`config.mk`:
```
export PLATFORM = sky130hd
export DESIGN_NAME = inst_sram_axi_bridge
export DESIGN_NICKNAME = d
export VERILOG_FILES = /design/src/rtl/inst_sram_axi_bridge_pkg.sv /design/src/rtl/inst_sram_axi_bridge.sv
export SDC_FILE = /design/constraint.sdc
export NUM_CORES = 1
export LEC_CHECK = 0
export BUFFER_PORTS_ARGS = -buffer_cell sky130_fd_sc_hd__buf_2
export CORE_AREA = 2 2 82 84
export DETAILED_ROUTE_END_ITERATION = 7
export DIE_AREA = 0 0 84 86
export GPL_TIMING_DRIVEN = 0
export PLACE_DENSITY_LB_ADDON = 0.12
export SYNTH_ARGS = -nofsm -noshare
export SYNTH_HDL_FRONTEND = slang
export SYNTH_SLANG_ARGS = --single-unit
```
`constraint.sdc`:
```
create_clock -name clk -period 1.85 [get_ports clk]
set_input_delay 0.37 -clock clk [delete_from_list [all_inputs] [get_ports clk]]
set_output_delay 0.37 -clock clk [all_outputs]
set_load 0.01 [all_outputs]
```
`src/rtl/inst_sram_axi_bridge_pkg.sv`:
```
// Shared AXI constants and bridge FSM encoding for the instruction/data SRAM-to-AXI bridges.
package inst_sram_axi_bridge_pkg;

  localparam logic [1:0] AXI_BURST_INCR = 2'b01;
  localparam logic [7:0] AXI_LEN_SINGLE = 8'd0;

  typedef enum logic [1:0] {
    IDLE = 2'd0,
    AR   = 2'd1,
    R    = 2'd2
  } state_e;

endpackage

```
`src/rtl/inst_sram_axi_bridge.sv`:
```
// Instruction-side SRAM-like to single-beat AXI read bridge, one read outstanding at a time.
module inst_sram_axi_bridge
  import inst_sram_axi_bridge_pkg::*;
#(
  parameter logic [3:0] ARID_VAL = 4'd0
) (
  input  logic        clk,
  input  logic        reset,
  input  logic        inst_sram_req,
  input  logic        inst_sram_wr,
  input  logic [1:0]  inst_sram_size,
  input  logic [3:0]  inst_sram_wstrb,
  input  logic [31:0] inst_sram_addr,
  input  logic [31:0] inst_sram_wdata,
  output logic        inst_sram_addr_ok,
  output logic        inst_sram_data_ok,
  output logic [31:0] inst_sram_rdata,
  output logic [3:0]  arid,
  output logic [31:0] araddr,
  output logic [7:0]  arlen,
  output logic [2:0]  arsize,
  output logic [1:0]  arburst,
  output logic [1:0]  arlock,
  output logic [3:0]  arcache,
  output logic [2:0]  arprot,
  output logic        arvalid,
  input  logic        arready,
  input  logic [3:0]  rid,
  input  logic [31:0] rdata,
  input  logic [1:0]  rresp,
  input  logic        rlast,
  input  logic        rvalid,
  output logic        rready
);

  state_e      state_q, state_d;
  logic [31:0] addr_q, addr_d;
  logic [1:0]  size_q, size_d;
  logic        arvalid_q, arvalid_d;
  logic        rready_q, rready_d;

  // Write-side inputs and R-channel sideband are irrelevant with a single read in flight.
  logic unused_inputs;
  assign unused_inputs = ^{inst_sram_wr, inst_sram_wstrb, inst_sram_wdata, rid, rresp, rlast};

  always_comb begin
    state_d   = state_q;
    addr_d    = addr_q;
    size_d    = size_q;
    arvalid_d = arvalid_q;
    rready_d  = rready_q;
    case (state_q)
      IDLE: begin
        // Address is captured only here, so IF address wiggles during an AR stall never leak out.
        if (inst_sram_req) begin
          addr_d    = inst_sram_addr;
          size_d    = inst_sram_size;
          arvalid_d = 1'b1;
          state_d   = AR;
        end
      end
      AR: begin
        if (arready) begin
          arvalid_d = 1'b0;
          rready_d  = 1'b1;
          state_d   = R;
        end
      end
      R: begin
        if (rvalid) begin
          rready_d = 1'b0;
          state_d  = IDLE;
        end
      end
      default: begin
        arvalid_d = 1'b0;
        rready_d  = 1'b0;
        state_d   = IDLE;
      end
    endcase
  end

  always_ff @(posedge clk) begin
    if (reset) begin
      state_q   <= IDLE;
      addr_q    <= 32'd0;
      size_q    <= 2'd0;
      arvalid_q <= 1'b0;
      rready_q  <= 1'b0;
    end else begin
      state_q   <= state_d;
      addr_q    <= addr_d;
      size_q    <= size_d;
      arvalid_q <= arvalid_d;
      rready_q  <= rready_d;
    end
  end

  assign arvalid = arvalid_q;
  assign rready  = rready_q;
  assign araddr  = addr_q;
  assign arsize  = {1'b0, size_q};
  assign arid    = ARID_VAL;
  assign arlen   = AXI_LEN_SINGLE;
  assign arburst = AXI_BURST_INCR;
  assign arlock  = 2'd0;
  assign arcache = 4'd0;
  assign arprot  = 3'd0;

  assign inst_sram_addr_ok = arvalid_q & arready;
  assign inst_sram_data_ok = rvalid & rready_q;
  assign inst_sram_rdata   = rdata;

endmodule

```
==> impl_metrics.ini, run 1 <==
[run_status]
outcome = complete, no violations

[cts]
clock_latency_ns = 0.28
cts_setup_buffers = 0
cts_inserted_buffers = 5
clk_pin_slew_ns = 0.08
cts_hold_buf = 0
cts_max_level = 2
cts-resized-gates = 0
clock_sinks = 38
cts-root-buf = clkbuf_8
clock_tree.buffer_depth = 2
cts_tree = done

[floorplan]
die_h_um = 86
io_pins = 209
die_area_um2 = 7220
die_x_um = 84
initial_core_util = 0.346
core-area_um2 = 6280
row_count = 29

[routing]
routed_via_density = 3.91
vias = 1717
routed_wl_um = 4560
postRouteAntennaNets = 0
wire_per_inst_um = 10.4
firstDrtPassIters = 4
drtIter0Drc = 34
drc_errors = 0

[synth]
synthDistinctLibCells = 20
seq_area_frac_synth = 0.350
synthCells = 225
synth_seq_cells = 38
yosys_warnings = 0
netlist_area_um2 = 2170
syn_avg_cell_area_um2 = 9.66

[worst_hold_path]
hold_class = in2reg

[sta]
post-route-period-util = 0.674
max_freq_mhz = 802
finalSetupViolCount = 0
setup-tns-final_ns = 0
hold_viol = 0
period_needed_ns = 1.25
rsz0062_at_grt = false
drv_slew = 0
clock_skew_ns = 0.00432

[place]
gp_congestion = 0.653
hpwlAfterDp_um = 3530
port_buffers = 107

[finish]
multi_input_area_um2 = 965
final_common_cell = buf_2
seqCellArea_um2 = 761
syn_to_final_growth_pct = 37.1
diodes = 0
layout-drive-gt1-share = 0.492
fillers = 617
final_cell_mix = 109 x buf_2, 71 x nand2b_1, 56 x buf_4
fin_nets = 476

[grt]
grt_pass1_wl_um = 6980
antenna_found_initial = 0
grt_start_max_net_pins = 12
grt_overflow = 0
grt_usage = 0.119
grt_pass1_vias = 1533

[power_and_ir_drop]
power_w = 0.00201
switching_share = 0.270
p_switching_w = 0.000543
seqPwrFrac = 0.455
p_int_w = 0.00146
vdd_drop_max_mv = 0.272
power.density_nw_per_um2 = 673
share_comb_of_total_power = 0.251
power_leakage_nw = 1.57
clock_power_share = 0.294

[setup_path]
cp-startpoint = rready
crit_end = inst_sram_data_ok
worstPathRequired_ns = 1.48
timing.rr.end = araddr[11]
ff2ff_setup_slack_ns = 0.67
critPathKind = reg2out
critPathMaxFanout = 3
worst_setup_path_end_kind = output pin
r2r-start = state_q[1]
start_kind = register
critical_path_arrival_ns = 0.88
reg2reg_depth = 4

[job]
cap_violations = 0
[layer usage]
layer	track usage	part of all wire
met3	0.0500	0.11
met4	0.0308	0.0033
met1	0.148	0.43
met2	0.192	0.45
met5	0	0
[logic make-up (layout without fill, tap and decap cells)]
family                 after synthesis  count (layout)  synth area share
multiplexers                        34              34             0.157
AND/OR/NAND/NOR                     77              77             0.226
AO/OA/AOI/OAI                        6               6            0.0196
flip-flops                          38              38             0.350
other                                2              24           0.00345
buffers and inverters               68             183             0.245
[worst min-delay path by stage]
stage,slack (ns),endpoint,start,depth (start not counted)
floorplan,0.49,araddr[10],araddr[10],2
global placement,0.46,size_q[1],size_q[1],2
detailed placement,0.46,araddr[3],araddr[3],2
CTS,0.32,araddr[16],inst_sram_addr[16],3
global route,0.33,araddr[22],inst_sram_addr[22],3
finish,0.34,araddr[16],inst_sram_addr[16],3
[flip-flops by register name (all words and copies together), names as in the netlist]
| register | flops |
|---|---|
| arvalid | 1 |
| state_q | 2 |
| size_q | 2 |
| rready | 1 |
| araddr | 32 |
[final cells by class]
cell class,count,share of cell area
Buffer,68,0.178
Tap cell,77,0.0323
Timing Repair Buffer,107,0.180
Clock inverter,1,0.00168
Multi-Input combinational cell,141,0.324
Clock buffer,7,0.0290
Sequential cell,38,0.255
[synth_stat cells]
library cell / instances / area [µm²]
dfxtp_1: 38 / 761
conb_1: 2 / 7.51
o2bb2ai_1: 1 / 8.76
nor3b_2: 1 / 12.5
clkbuf_1: 5 / 18.8
o32ai_1: 1 / 8.76
and2_1: 2 / 12.5
buf_12: 3 / 60.1
a211oi_1: 1 / 7.51
nand2b_1: 71 / 444
buf_4: 56 / 420
o21ai_0: 1 / 5.00
or3b_1: 1 / 8.76
buf_2: 2 / 10.0
nand3b_1: 1 / 7.51
nor2b_1: 1 / 6.26
a21oi_1: 1 / 5.00
o21a_1: 1 / 7.51
buf_6: 2 / 22.5
mux2i_1: 34 / 340
[through the flow]
step | instances | cell area (µm²) | util | setup slack [ns] | hold WS [ns]
detailed placement | 431 | 2890 | 0.460 | 0.557 | 0.460
floorplan | 247 | 2260 | - | 0.785 | 0.492
finish | 439 | 2980 | 0.475 | 0.603 | 0.335
CTS | 439 | 2980 | 0.475 | 0.576 | 0.322
global placement | 431 | 2890 | 0.460 | 0.563 | 0.456
global route | 439 | 2980 | 0.475 | 0.544 | 0.326
[power by group through the flow]
stage	combinational, W	sequential (W)	clock [W]
4_1_cts	0.000511	0.000914	0.000625
6_report	0.000504	0.000913	0.000589
5_1_grt	0.000551	0.000922	0.000654
3_5_place_dp	0.000510	0.000932	0
3_3_place_gp	0.000508	0.000932	0
2_1_floorplan	0.000315	0.000959	0
[critical path: stages, from the launching register on]
cell	delay, ns
dfxtp_1	0.35
and2_1	0.12
buf_2	0.12
(Power assumes the default switching activity.)
==> run 2, diff against run 1 <==
Settings changed: CORE_AREA 2 2 82 84 to 2 2 85 87, DIE_AREA 0 0 84 86 to 0 0 87 89.
Clock period 1.85 ns to 1.1 ns, I/O delays scaled along.
==> run 2 against run 1 <==
  * The run now ends with negative setup slack left
  * Sequential cell count did not move
  * Die area rose by 7.2%
  * Hold slack got worse by 0.15 ns
  * Final cell count rose by 1.6%
  * Global-route usage fell by 0.62 points
  * Power rose by 78%
==> impl_metrics.ini, run 2 (synthesized netlist as in run 1, its figures left out) <==
[finish]
fillers = 659
diodes = 0
syn_to_final_growth_pct = 41.2
largest_reg_flops = 32
fin_nets = 480
layout-drive-gt1-share = 0.516
final_cell_mix = 108 x buf_2, 71 x nand2b_1, 59 x buf_4
fin_util = 0.457
final_common_cell = buf_2

[cts]
cts-root-buf = clkbuf_8
cts_tree = done
clock_tree.buffer_depth = 2
cts_hold_buf = 0
clk_pin_slew_ns = 0.08
cts_inserted_buffers = 5
clock_sinks = 38
cts_max_level = 2
clock_latency_ns = 0.29

[sta]
drv_slew = 0
finalSetupViolCount = 33
hold_viol = 0
setup-tns-final_ns = -1.14
rsz0062_at_grt = true
max_freq_mhz = 865
clock_skew_ns = 0.00380
timing.final.ws_setup_ns = -0.0558
post-route-period-util = 1.05
period_needed_ns = 1.16

[setup_path]
crit_end = araddr[27]
timing.rr.end = araddr[27]
r2r-start = state_q[0]
critPathKind = reg2reg
critPathMaxFanout = 6
start_kind = register
critical_path_arrival_ns = 1.37
worstPathRequired_ns = 1.31
reg2reg_depth = 4
worst_setup_path_end_kind = register
ff2ff_setup_slack_ns = -0.06
cp-startpoint = state_q[0]

[grt]
grt_overflow = 0
antenna_found_initial = 0
grt_pass1_vias = 1547
grt_start_max_net_pins = 12
grt_usage = 0.113
busiest_layer = met2
grt_pass1_wl_um = 6960
grt_use_met3 = 0.0379
gr-usage-met1 = 0.142
use_met2 = 0.183

[routing]
vias = 1755
drtIter0Drc = 26
routed_via_density = 3.93
drc_errors = 0
wire_per_inst_um = 10.6
postRouteAntennaNets = 0
routed_wl_um = 4740
firstDrtPassIters = 4

[place]
pre_cts_slack_ns = -0.0949
port_buffers = 107
gp_congestion = 0.686
hpwlAfterDp_um = 3550

[power_and_ir_drop]
power.density_nw_per_um2 = 1160
power_leakage_nw = 1.61
vdd_drop_max_mv = 0.374

[worst_hold_path]
hold_depth = 3
hold_class = in2reg

[floorplan]
initial_core_util = 0.324
die_area_um2 = 7740
io_pins = 209
core-area_um2 = 6720
die_h_um = 89
row_count = 30
die_x_um = 87

[job]
cap_violations = 0

[run_status]
violations = negative setup slack
outcome = finished with violations
==> run 2: changes by cell type in the layout (fill, tap and decap cells not counted), moves of 2 or more <==
| cell | delta |
|---|---|
| buf_4 | +3 |
| dfxtp_1 | -4 |
| dfxtp_2 | +3 |
| clkbuf_8 | +2 |
==> run 2: per-layer routing <==
layer / vias up / part of all wire
li1: 911 / -
met1: 754 / 0.42
met2: 84 / 0.47
met3: 6 / 0.094
met4: 0 / 0.011
met5: - / 0
==> run 2: how the worst min path moves through the flow <==
stage | slack [ns] | startpoint | end
2_1_floorplan | 0.37 | inst_sram_addr[0] | araddr[0]
3_3_place_gp | 0.46 | araddr[20] | araddr[20]
3_5_place_dp | 0.46 | araddr[16] | araddr[16]
4_1_cts | 0.17 | inst_sram_addr[25] | araddr[25]
5_1_grt | 0.17 | inst_sram_addr[25] | araddr[25]
6_report | 0.18 | inst_sram_addr[16] | araddr[16]
==> run 2: area by class of cell <==
type	instances	area, µm²	share of cell area
multi-input combinational	141	971	0.316
sequential	38	768	0.250
timing repair buffer	111	589	0.192
buffer	68	532	0.173
clock buffer	8	110	0.0359
tap	80	100	0.0326
==> run 2: repair_timing <==
action / CTS / global route
gates cloned: 0 / 1
setup endpoints to repair: 32 / 35
buffers inserted: 1 / 2
pin swaps: 0 / 1
gates resized for setup: 4 / 4
==> run 2: critical path, stage by stage, from the launching register on <==
cell     delay, ns
dfxtp_4       0.37
nor3b_2       0.20
buf_6         0.18
buf_12        0.13
mux2i_2       0.20
==> run 2: stage by stage <==
| stage | hold slack [ns] | std cells | cell area (µm²) | total power, W |
|---|---|---|---|---|
| after global routing | 0.172 | 446 | 3070 | 0.00377 |
| final | 0.180 | 446 | 3070 | 0.00357 |
| after detailed placement | 0.460 | 434 | 2890 | 0.00243 |
| after global placement | 0.456 | 434 | 2890 | 0.00242 |
| after floorplan | 0.375 | 247 | 2260 | 0.00214 |
| after CTS | 0.168 | 443 | 3020 | 0.00360 |
==> run 2: where the power goes <==
part           switching, W  internal (W)
Clock              0.000510      0.000634
Sequential        0.0000562       0.00148
Combinational      0.000382      0.000506
Total              0.000948       0.00262
==> run 3, diff against run 2 <==
Settings changed: CORE_AREA 2 2 85 87 to 2 2 61 120, DIE_AREA 0 0 87 89 to 0 0 63 122, HOLD_SLACK_MARGIN from default to 0.02, PLACE_DENSITY from default to 0.83, PLACE_DENSITY_LB_ADDON 0.12 to default.
==> run 3 against run 2 <==
  * The flow still finishes with violations (negative setup slack)
  * First-iteration DRC count increased by 120%
  * Worst setup slack got worse by 0.0036 ns
  * Sequential share of layout area decreased by 0.82 points
  * Critical path type unchanged
  * Design area increased by 3.7%
==> impl_metrics.ini, run 3 (synthesized netlist as in run 1, its figures left out) <==
[floorplan]
die_h_um = 122
die_x_um = 63
io_pins = 209
row_count = 43
core-area_um2 = 6830
initial_core_util = 0.318
die_area_um2 = 7690

[cts]
cts_max_level = 2
cts-root-buf = clkbuf_16
clock_latency_ns = 0.28
clock_sinks = 38
clk_pin_slew_ns = 0.06
cts_tree = done
clock_tree.buffer_depth = 2
cts_inserted_buffers = 5

[job]
cap_violations = 0

[routing]
routed_via_density = 3.95
postRouteAntennaNets = 0
vias = 1813
wire_per_inst_um = 10.2
routed_wl_um = 4690
drtIter0Drc = 56
drc_errors = 0
firstDrtPassIters = 2

[finish]
diodes = 0
final_common_cell = buf_2
fin_nets = 483
fillers = 644
finalNonFillerCells = 459
final_cell_mix = 108 x buf_2, 71 x nand2b_1, 61 x buf_4
largest_reg_flops = 32
layout-drive-gt1-share = 0.518
syn_to_final_growth_pct = 46.4

[place]
port_buffers = 107
dp_cells = 444
gp_congestion = 0.668
hpwlAfterDp_um = 3550

[grt]
grt_start_max_net_pins = 14
grt_overflow = 0
grt_pass1_wl_um = 7080
gr-usage-met1 = 0.143
grt_use_met3 = 0.0360
use_met2 = 0.182
grt_pass1_vias = 1571
antenna_found_initial = 0
busiest_layer = met2
grt_usage = 0.116

[sta]
timing.final.ws_setup_ns = -0.0594
clock_skew_ns = 0.00293
drv_slew = 0
finalSetupViolCount = 33
post-route-period-util = 1.05
rsz0062_at_grt = true
setup-tns-final_ns = -1.11
period_needed_ns = 1.16
hold_viol = 0
max_freq_mhz = 862

[run_status]
violations = negative setup slack
outcome = finished with violations

[setup_path]
critPathKind = reg2reg
worst_setup_path_end_kind = register
start_kind = register
critical_path_arrival_ns = 1.37
ff2ff_setup_slack_ns = -0.06
critPathMaxFanout = 10
worstPathRequired_ns = 1.31

[power_and_ir_drop]
power_w = 0.00409
power_leakage_nw = 1.65
vdd_drop_max_mv = 0.519
power.density_nw_per_um2 = 1280

[worst_hold_path]
hold_class = in2reg
-- run 3: power breakdown --
part	switching, W	total [W]	internal, W
logic	0.000393	0.000922	0.000529
clock network	0.000562	0.00163	0.00107
registers	0.0000522	0.00153	0.00148
total	0.00101	0.00409	0.00308
-- run 3: final timing paths --
path	start	endpoint	cells past startpoint
setup reg to reg	state_q[0]	araddr[6]	4
setup / recovery	state_q[0]	araddr[6]	4
hold reg to reg	araddr[11]	araddr[11]	2
hold / removal	inst_sram_addr[23]	araddr[23]	3
-- run 3: stage by stage --
stage	util	hold WS (ns)	cell area (µm²)	worst slack (ns)
after floorplan	-	0.375	2260	0.0347
after global placement	0.425	0.455	2910	-0.0559
after detailed placement	0.425	0.463	2910	-0.0992
after CTS	0.461	0.192	3150	-0.0545
after global routing	0.466	0.194	3180	-0.143
final	0.466	0.196	3180	-0.0594
-- run 3: what timing repair did --
action	in CTS	in global routing
pin swaps	1	1
endpoints found under the setup margin	30	37
setup buffers	5	0
resized for setup	5	4
cloned	1	1
hold buffers	0	0
-- run 3: cell type report --
| cell class | instances | area, µm² | share of cell area |
|---|---|---|---|
| multi-input combinational | 141 | 967 | 0.304 |
| sequential | 38 | 771 | 0.242 |
| timing repair buffer | 114 | 632 | 0.198 |
| buffer | 68 | 532 | 0.167 |
| clock buffer | 5 | 125 | 0.0393 |
| tap | 90 | 113 | 0.0354 |
| clock inverter | 3 | 45.0 | 0.0141 |
-- run 3: worst max-delay path, cell delays in order, from the launching register on --
cell,delay (ns)
dfxtp_4,0.34
nor3b_2,0.19
buf_6,0.21
buf_12,0.16
mux2i_1,0.18
-- run 3: layer usage --
layer,up-vias,part of all wire,wire (µm)
met3,4,0.11,512
met4,0,0.015,69
met5,-,0,0
met1,774,0.43,2010
met2,115,0.45,2100
li1,920,-,-
